--- src/rtl/ir_prefetch_queue.sv ---
// Instruction register fed by a DEPTH-entry prefetch FIFO, split into opcode/operand fields.
// Latency: a pushed word is loadable on the next edge; LOAD updates DATA_OUT on the same edge.
// Backpressure: FETCH_READY drops when the FIFO is full; LOAD on an empty FIFO raises STALL.
module ir_prefetch_queue #(
   parameter int WIDTH     = 12,
   parameter int OPC_WIDTH = 4,
   parameter int DEPTH     = 4
) (
   input  logic                         clk,
   input  logic                         REST,
   input  logic [WIDTH-1:0]             FETCH_DATA,
   input  logic                         FETCH_VALID,
   output logic                         FETCH_READY,
   input  logic                         LOAD,
   input  logic                         FLUSH,
   output logic [WIDTH-1:0]             DATA_OUT,
   output logic [OPC_WIDTH-1:0]         OPCODE,
   output logic [WIDTH-OPC_WIDTH-1:0]   OPERAND,
   output logic                         IR_VALID,
   output logic                         STALL,
   output logic [$clog2(DEPTH+1)-1:0]   COUNT
);

   localparam int PW = $clog2(DEPTH);
   localparam int CW = $clog2(DEPTH + 1);
   localparam logic [CW-1:0] FULL_COUNT = CW'(DEPTH);

   logic [WIDTH-1:0] mem [DEPTH];
   logic [PW-1:0]    wptr_q;
   logic [PW-1:0]    rptr_q;
   logic [CW-1:0]    count_q;
   logic [WIDTH-1:0] ir_q;
   logic             ir_valid_q;

   logic             push;
   logic             pop;
   logic             empty;

   // Handshake qualifiers; FLUSH overrides both push and pop in the same cycle.
   always_comb begin
      empty       = (count_q == '0);
      FETCH_READY = (count_q < FULL_COUNT);
      push        = FETCH_VALID && FETCH_READY && !FLUSH;
      pop         = LOAD && !empty && !FLUSH;
      STALL       = LOAD && empty && !FLUSH;
   end

   // Storage array write; contents are left stale on reset/flush since the pointers hide them.
   always_ff @(posedge clk) begin
      if (push) begin
         mem[wptr_q] <= FETCH_DATA;
      end
   end

   // Pointer and occupancy bookkeeping; simultaneous push and pop leaves the count unchanged.
   always_ff @(posedge clk or negedge REST) begin
      if (!REST) begin
         wptr_q  <= '0;
         rptr_q  <= '0;
         count_q <= '0;
      end else if (FLUSH) begin
         wptr_q  <= '0;
         rptr_q  <= '0;
         count_q <= '0;
      end else begin
         if (push) begin
            wptr_q <= wptr_q + PW'(1);
         end
         if (pop) begin
            rptr_q <= rptr_q + PW'(1);
         end
         case ({push, pop})
            2'b10:   count_q <= count_q + CW'(1);
            2'b01:   count_q <= count_q - CW'(1);
            default: count_q <= count_q;
         endcase
      end
   end

   // Instruction register: loads the FIFO head on a pop, invalidates on a stalled LOAD or FLUSH.
   always_ff @(posedge clk or negedge REST) begin
      if (!REST) begin
         ir_q       <= '0;
         ir_valid_q <= 1'b0;
      end else if (FLUSH) begin
         ir_q       <= '0;
         ir_valid_q <= 1'b0;
      end else if (pop) begin
         ir_q       <= mem[rptr_q];
         ir_valid_q <= 1'b1;
      end else if (LOAD) begin
         ir_valid_q <= 1'b0;
      end
   end

   // Decoder-facing field split of the instruction register.
   always_comb begin
      DATA_OUT = ir_q;
      OPCODE   = ir_q[WIDTH-1 -: OPC_WIDTH];
      OPERAND  = ir_q[WIDTH-OPC_WIDTH-1:0];
      IR_VALID = ir_valid_q;
      COUNT    = count_q;
   end

endmodule

--- config.mk ---
export PLATFORM = sky130hd
export DESIGN_NAME = ir_prefetch_queue
export DESIGN_NICKNAME = d
export VERILOG_FILES = /design/src/rtl/ir_prefetch_queue.sv
export SDC_FILE = /design/constraint.sdc
export NUM_CORES = 1
export LEC_CHECK = 0
export CORE_UTILIZATION = 57
export DETAILED_ROUTE_END_ITERATION = 12
export MAX_ROUTING_LAYER = met4
export PLACE_DENSITY = 0.84
export SETUP_SLACK_MARGIN = 0.1
export SLEW_MARGIN = 10
export SYNTH_ARGS = -nofsm -noshare
export SYNTH_HDL_FRONTEND = slang
export SYNTH_SLANG_ARGS = --single-unit
--- constraint.sdc ---
create_clock -name clk -period 4.9 [get_ports clk]
set_clock_uncertainty 0.15 [all_clocks]
set_input_delay 1.47 -clock clk [delete_from_list [all_inputs] [get_ports clk]]
set_output_delay 1.47 -clock clk [all_outputs]
set_load 0.1 [all_outputs]
After elaboration in Yosys (flattened, before gate mapping)
Memory sizes are Yosys's and may differ from the RTL's.
Cells that the tools add are included.
{"block": "classes", "eq_ne": 2, "magnitude_cmp": 1, "reduce_logical": 13, "muxes": 13, "add_sub_neg": 4}
{"op": "12-bit 2-to-1 mux", "n": 2}
{"op": "2-bit 2-to-1 mux", "n": 4}
{"op": "1-bit logical AND", "n": 6}
{"op": "3-bit case mux with 2 select lines", "n": 1}
{"op": "3-bit nonzero test", "n": 2}
{"op": "1-bit 2-to-1 mux", "n": 5}
{"op": "2-bit by 1-bit adder with 2-bit output, second input constant", "n": 2}
{"op": "2-bit nonzero test", "n": 2}
{"op": "3-bit by 1-bit adder with 3-bit output, second input constant", "n": 1}
{"op": "3-bit logical NOT", "n": 1}
{"op": "3-bit < comparator, second input constant", "n": 1}
{"op": "3-bit 2-to-1 mux", "n": 1}
{"op": "3-bit by 1-bit subtractor with 3-bit output, second input constant", "n": 1}
{"op": "2-bit by 1-bit equality test with 1-bit output, second input constant", "n": 1}
{"op": "2-bit equality test, second input constant", "n": 1}
{"op": "1-bit logical NOT", "n": 2}
{"block": "totals", "memories": 1, "input_bits": 17, "word_cells": 39, "mem_bits_rw": 48, "out_inout_bits": 30, "reg_bits": 20}
{"name": "mem", "words": 4, "width": 12, "rd": 1, "rd_ports_with_merged_regs": 0, "wr": 1, "line_no": "28", "source": "logic [WIDTH-1:0] mem [DEPTH];"}

Logic depth before layout (Yosys ltp)
Gate-level depths: netlist (run 1).
{"block": "logic_depth", "ltp_word": 7, "mapped_depth": 10, "mapped_depth_nobuf": 9}

Least setup slack after synthesis (run 1)
OpenSTA, ideal clock, no wires.
{"block": "synth_path", "path_kind": "input -> output", "start": "in FLUSH", "end": "out STALL", "n_path_buf": 0, "t_arrival_ns": 2.890, "slack_ns": 0.390, "path_stages": 2, "path_cell_list": "nand2b_1 nor2_1"}
{"block": "synth_between", "elab_chain_cells": 2}
{"item": "from (decl)", "line_no": "15", "source": "input logic FLUSH,"}
{"item": "1-bit logical NOT", "line_no": "45", "source": "STALL = LOAD && empty && !FLUSH;"}
{"item": "1-bit logical AND", "line_no": "45"}
{"item": "to (decl)", "line_no": "20", "source": "output logic STALL,"}
Every way passes these cells.

Final worst setup path (run 1)
Same ends and word-level chain as after synthesis.

==> results of run 1 <==
[worst min-delay path by stage]
stage | endpoint | slack [ps] | cells after the start
6_report | DATA_OUT[5] | 350 | 2
4_1_cts | DATA_OUT[5] | 360 | 2
3_5_place_dp | DATA_OUT[5] | 340 | 2
5_1_grt | DATA_OUT[1] | 380 | 2
3_3_place_gp | DATA_OUT[5] | 340 | 2
2_1_floorplan | wptr_q[0] | 410 | 2
[layer usage]
layer / part of all wire [%] / vias to the layer above / GRT usage [%]
li1: - / 760 / -
met1: 44 / 753 / 25.4
met2: 50 / 55 / 30.2
met3: 4.0 / 8 / 6.72
met4: 1.6 / 0 / 10.9
met5: 0 / - / -
[layout make-up]
| type | count | area [µm²] | area share (%) |
|---|---|---|---|
| inverter | 15 | 56.3 | 1.61 |
| sequential | 68 | 1940 | 55.6 |
| timing repair buffer | 48 | 485 | 13.9 |
| tap | 67 | 83.8 | 2.40 |
| clock buffer | 13 | 139 | 3.98 |
| multi-input combinational | 89 | 771 | 22.1 |
| clock inverter | 3 | 13.8 | 0.394 |
[cells in the mapped netlist]
cell / count
sky130_fd_sc_hd__nor4_1: 1
sky130_fd_sc_hd__nor2b_1: 1
sky130_fd_sc_hd__ha_1: 4
sky130_fd_sc_hd__dfrtp_1: 20
sky130_fd_sc_hd__fa_1: 1
sky130_fd_sc_hd__and3_1: 4
sky130_fd_sc_hd__clkbuf_1: 2
sky130_fd_sc_hd__a221oi_1: 2
sky130_fd_sc_hd__xnor2_1: 2
sky130_fd_sc_hd__a21o_1: 1
sky130_fd_sc_hd__inv_1: 15
sky130_fd_sc_hd__edfxtp_1: 48
sky130_fd_sc_hd__a21oi_4: 1
sky130_fd_sc_hd__mux2i_1: 2
sky130_fd_sc_hd__xor2_1: 2
sky130_fd_sc_hd__or3_4: 1
sky130_fd_sc_hd__mux4_2: 12
sky130_fd_sc_hd__buf_4: 15
sky130_fd_sc_hd__buf_2: 4
sky130_fd_sc_hd__o21ai_0: 5
sky130_fd_sc_hd__a21oi_1: 5
sky130_fd_sc_hd__buf_6: 2
sky130_fd_sc_hd__nand3_1: 3
sky130_fd_sc_hd__nand2_1: 15
sky130_fd_sc_hd__o21ai_2: 10
sky130_fd_sc_hd__nand2b_1: 5
sky130_fd_sc_hd__nor2_1: 12
[state kept, by name, summed over array words and instances, names as in the netlist]
register and flops:
mem 48, rptr_q 2, IR_VALID 1, wptr_q 2
COUNT 3, DATA_OUT 12
[worst register-to-register path, stage by stage (launching register included)]
cell and delay, ps:
sky130_fd_sc_hd__dfrtp_1 500, sky130_fd_sc_hd__nor2_1 200, sky130_fd_sc_hd__nor2_1 60, sky130_fd_sc_hd__nor2_1 100, sky130_fd_sc_hd__nor2_1 60, sky130_fd_sc_hd__fa_1 380
sky130_fd_sc_hd__nand2b_1 170, sky130_fd_sc_hd__nor4_1 180, sky130_fd_sc_hd__a21oi_1 70, sky130_fd_sc_hd__a21oi_1 150
[cell families after synthesis]
| group | Yosys count | synth area share (%) |
|---|---|---|
| adder cells (fa/ha/maj) | 5 | 2.39 |
| XOR/XNOR | 4 | 1.20 |
| AND/OR/NAND/NOR | 42 | 6.70 |
| flip-flops | 68 | 66.2 |
| AO/OA/AOI/OAI | 24 | 6.10 |
| buffers and inverters | 38 | 7.47 |
| multiplexers | 14 | 9.90 |
[power breakdown]
group | switching [mW] | internal [mW] | leakage [nW]
combinational | 0.298 | 0.122 | 0.511
clock | 0.181 | 0.181 | 0.0788
sequential | 0.0374 | 0.651 | 0.707
[stage by stage]
step | hold slack (ps) | utilization (%) | setup WS (ps)
detailed placement | 342 | 68.9 | 797
global placement | 336 | 68.9 | 838
global route | 380 | 72.0 | 743
CTS | 356 | 72.0 | 796
floorplan | 412 | - | 390
finish | 349 | 72.0 | 791
==> impl_metrics.tcl, run 1 <==
set metrics [dict create \
    outcome "finished, final reports clean" \
    totalWireLength_um 4510 \
    layout_common_cells "sky130_fd_sc_hd__edfxtp_1 (48), sky130_fd_sc_hd__clkdlybuf4s50_1 (45), sky130_fd_sc_hd__dfrtp_1 (20)" \
    antenna_cells 0 \
    synth_cell_types 27 \
    worst_r2r_path_depth 9 \
    dp_cells 287 \
    criticalPathCategory "in -> out" \
    worstPathArrival_ps 2490 \
    critical_path.endpoint_type "primary output" \
    grt_antenna_before_repair 0 \
    tritoncts_num_sinks 68 \
    place_congestion 0.749 \
    total_leakage_power_nw 1.30 \
    die_width_um 73.7 \
    worst_slew_pin_slew_ps 971 \
    ctsLongestPathBuffers 2 \
    numPortBuffers 46 \
    layout.cells.most_common "sky130_fd_sc_hd__edfxtp_1" \
    clock-root-buffer "sky130_fd_sc_hd__clkbuf_8" \
    worstSetupEndpoint "STALL" \
    timing.slew.headroom_pct 35.1 \
    wp_buf_inv 2 \
    setup_repair_after_global_routing_missed_its_margin "false" \
    cell_area_after_placement_um2 3340 \
    worstPathMaxFanout 3 \
    sequential_fraction_of_the_synthesis_area_pct 66.2 \
    syn-instance-count 195 \
    floorplan.io_pins 47 \
    cts.hold.buffers_added 0 \
    ir_worst_vdd_mv 0.248 \
    timing.critical_path.slowest_cell_delay_ps 420 \
    finalCritPeriodShare_pct 83.8 \
    timing.final.max_slew_violations 0 \
    cpMaxStageDelayCell "sky130_fd_sc_hd__clkdlybuf4s50_1" \
    syn_nets 217 \
    max_cap_viol_count 0 \
    power_mw 1.47 \
    final_layout_size_suffix_gt1_share_pct 16.1 \
    die_area_um2 5430 \
    postCtsSetupRepairBufs 0 \
    floorplan.initialDensity_pct 60.5 \
    chipHeight_um 73.7 \
    area_growth_pct 19.1 \
    min-delay-start "DATA_OUT[5]" \
    grt_max_degree 21 \
    worst_skew_pair.late_latency_ps 330 \
    achievable_freq_mhz 243 \
    synthDominantAreaCellType "sky130_fd_sc_hd__edfxtp_1" \
    start_kind "input port" \
    h-tree-depth 3 \
    avgViaCountPerCell 5.20 \
    first_pass_grt_wire_length_um 7380 \
    first_global_vias 1535 \
    avgRoutedWirePerCell_um 14.9 \
    crit_chain "clkdlybuf4s50_1 > nand2b_1 > nor2_1 > buf_12" \
    mean_area_per_synthesized_cell_um2 15.0 \
    drc 0 \
    power_density_nw_per_um2 421 \
    critical_path.startpoint "FLUSH" \
    resize_count_post_cts 0 \
    finish.instance_area_um2 3490 \
    timing.rr.end "COUNT[2]" \
    worst_setup_hold_path_clk_slew_ps 60 \
    postRouteAntennaNets 0 \
    placement_rows 25 \
    detailedRoute.firstPassIterationCount 4 \
    yosys-top-cells-area "sky130_fd_sc_hd__edfxtp_1 (49%), sky130_fd_sc_hd__dfrtp_1 (17%), sky130_fd_sc_hd__mux4_2 (9.2%)" \
    overall_global_routing_resource_usage_pct 20.5 \
    cts_tree "done" \
    count_of_placed_standard_cells_in_the_final_layout_fillers_left_out 303 \
    core_area_um2 4850 \
    hold_fails_final_rpt 0 \
    final.min_clock_period_ps 4110 \
    synth_warnings 0 \
    mappedNetlistArea_um2 2930 \
    final_setup_fails 0 \
    grt-ovfl-total 0 \
    worst-path-stages 4 \
    dp_hpwl_um 3060 \
    drt_iter0_markers 113 \
    post-synth-top-area-fraction_pct 49.2 \
    totalNegativeSetupSlack_ps 0 \
    r2r_setup_slack_ps 2810 \
    crit-reg2reg-launch "COUNT[0]" \
    detailroute.via_count 1576 \
    num-nets-final 253 \
    numCtsBuffers 9 \
    synth.ff_latch_count 68 \
    fillers 340 \
    timing.critical_path.required_ps 3280 \
    hold_path_class "reg -> reg" \
    critical-path-top-delay-family "buffers and inverters" \
]
Power figures use the tool's default switching activity.
==> run 2, diff against run 1 <==
--- a/config.mk
+++ b/config.mk
@@ -5,10 +5,10 @@
 export SDC_FILE = /design/constraint.sdc
 export NUM_CORES = 1
 export LEC_CHECK = 0
-export CORE_UTILIZATION = 57
+export CORE_UTILIZATION = 48
 export DETAILED_ROUTE_END_ITERATION = 12
 export MAX_ROUTING_LAYER = met4
-export PLACE_DENSITY = 0.84
+export PLACE_DENSITY = 0.76
 export SETUP_SLACK_MARGIN = 0.1
 export SLEW_MARGIN = 10
 export SYNTH_ARGS = -nofsm -noshare
==> constraint.sdc (replaced) <==
create_clock -name clk -period 3.5 [get_ports clk]
set_clock_uncertainty 0.15 [all_clocks]
set_input_delay 1.05 -clock clk [delete_from_list [all_inputs] [get_ports clk]]
set_output_delay 1.05 -clock clk [all_outputs]
set_load 0.1 [all_outputs]
==> run 2 against run 1 <==
  * Count of clock-buffer cells in the layout down 2
  * Sequential share of layout area about the same
  * Global-route usage down 3.9 points
  * Register-to-register slack worse by 1400 ps
  * Non-clock buffer count up 6
  * Largest cell class unchanged
  * Highest routed layer unchanged
==> impl_metrics.tcl, run 2 (synthesis gave the netlist of run 1 again) <==
set metrics [dict create \
    floorplan.initialDensity_pct 49.5 \
    achievable_freq_mhz 310 \
    drt_iter0_markers 67 \
    finalCritPeriodShare_pct 92.1 \
    cts.hold.buffers_added 0 \
    worst_setup_hold_path_clk_slew_ps 70 \
    totalWireLength_um 4510 \
    uppermost_metal_layer_occupied_by_signal_nets "met4" \
    grt-ovfl-total 0 \
    postRouteAntennaNets 0 \
    layout.cells.most_common "sky130_fd_sc_hd__edfxtp_1" \
    cts_tree "done" \
    timing.critical_path.required_ps 2300 \
    hold_path_class "reg -> reg" \
    multiInputGateArea_um2 778 \
    route.layer.met1.wl_um 2070 \
    place_congestion 0.731 \
    antenna_cells 0 \
    h-tree-depth 3 \
    chipHeight_um 80.2 \
    drc 0 \
    avgRoutedWirePerCell_um 14.2 \
    placement_rows 28 \
    post-route-worst-setup-slack_ps 275 \
    start_kind "input port" \
    ir_worst_vdd_mv 0.275 \
    dp_hpwl_um 3130 \
    crit_chain "clkdlybuf4s50_1 > nand2b_1 > nor2_4 > buf_12" \
    worst_slew_pin_slew_ps 893 \
    die_area_um2 6420 \
    timing.critical_path.slowest_cell_delay_ps 420 \
    tritoncts_num_sinks 68 \
    timing.slew.headroom_pct 40.3 \
    final.min_clock_period_ps 3230 \
    cpMaxStageDelayCell "sky130_fd_sc_hd__clkdlybuf4s50_1" \
    largest_register_ff_count 48 \
    met2WireLength_um 2140 \
    first_global_vias 1494 \
    num-nets-final 259 \
    first_pass_grt_wire_length_um 7400 \
    worstPathMaxFanout 3 \
    postCtsSetupRepairBufs 0 \
    setup_repair_after_global_routing_missed_its_margin "false" \
    overall_global_routing_resource_usage_pct 16.6 \
    hold_fails_final_rpt 0 \
    sequential_cell_area_um2 1940 \
    max_cap_viol_count 0 \
    total_leakage_power_nw 1.38 \
    preCtsSetupSlack_ps 285 \
    resize_count_post_cts 0 \
    grt_antenna_before_repair 0 \
    worstPathArrival_ps 2030 \
    numPortBuffers 46 \
    totalNegativeSetupSlack_ps 0 \
    layout_common_cells "sky130_fd_sc_hd__edfxtp_1 (48), sky130_fd_sc_hd__buf_4 (37), sky130_fd_sc_hd__dfrtp_1 (20)" \
    detailedRoute.firstPassIterationCount 4 \
    criticalPathCategory "in -> out" \
    final_setup_fails 0 \
    clock-root-buffer "sky130_fd_sc_hd__clkbuf_8" \
    area_growth_pct 19.0 \
    largest_register "mem" \
    core_area_um2 5920 \
    fillers 463 \
    met3RoutedLength_um 187 \
    die_width_um 80.2 \
    grt_max_degree 21 \
    critical_path.endpoint_type "primary output" \
    timing.final.max_slew_violations 0 \
    avgViaCountPerCell 5.03 \
    power_density_nw_per_um2 593 \
    outcome "finished, final reports clean" \
    detailroute.via_count 1595 \
    final_layout_size_suffix_gt1_share_pct 31.4 \
    worst_skew_pair.late_latency_ps 330 \
    floorplan.io_pins 47 \
    numCtsBuffers 9 \
    ctsLongestPathBuffers 2 \
]
==> run 2: through the flow <==
step / hold WS (ps) / instances / area, µm² / total power, mW / utilization (%)
finish: 362 / 317 / 3490 / 2.07 / 58.9
global route: 398 / 317 / 3490 / 2.15 / 58.9
CTS: 370 / 317 / 3490 / 2.09 / 58.9
detailed placement: 354 / 301 / 3330 / 1.57 / 56.2
global placement: 342 / 301 / 3330 / 1.56 / 56.2
floorplan: 412 / 195 / 2940 / 1.46 / -
==> run 2: where the power goes <==
part / switching, mW / internal [mW]
logic: 0.417 / 0.162
registers: 0.0540 / 0.911
clock network: 0.274 / 0.252
==> run 2: path summary, 6_finish.rpt <==
kind,cells past startpoint,startpoint,to,slack [ps]
max,4,FLUSH,STALL,270
min,2,DATA_OUT[9],DATA_OUT[9],360
max reg2reg,9,COUNT[0],COUNT[2],1410
min reg2reg,2,DATA_OUT[9],DATA_OUT[9],360
max in group asynchronous,1,REST,DATA_OUT[2],1580
min in group asynchronous,1,REST,IR_VALID,1070
==> run 2: final cells by class <==
type	instances	share of cell area [%]
tap	75	2.69
multi-input combinational	89	22.3
timing repair buffer	54	13.1
clock inverter	5	0.825
sequential	68	55.7
inverter	15	1.61
clock buffer	11	3.77
==> run 2: worst max-delay path: cells and delay by family <==
kind,cells,cell delay [ps]
and+or+nand+nor,2,360
buffers and inverters,2,600
==> run 2: metal layers <==
metal | track usage (%) | up-vias
met5 | - | -
met4 | 9.64 | 0
met3 | 3.41 | 11
met2 | 23.8 | 43
met1 | 22.0 | 773
li1 | - | 768
==> run 3, diff against run 2 <==
--- a/config.mk
+++ b/config.mk
@@ -7,6 +7,7 @@
 export LEC_CHECK = 0
 export CORE_UTILIZATION = 48
 export DETAILED_ROUTE_END_ITERATION = 12
+export HOLD_SLACK_MARGIN = 0.12
 export MAX_ROUTING_LAYER = met4
 export PLACE_DENSITY = 0.76
 export SETUP_SLACK_MARGIN = 0.1
==> results of run 3 <==
The final DEF is identical to that of run 2; final timing and power are the same.
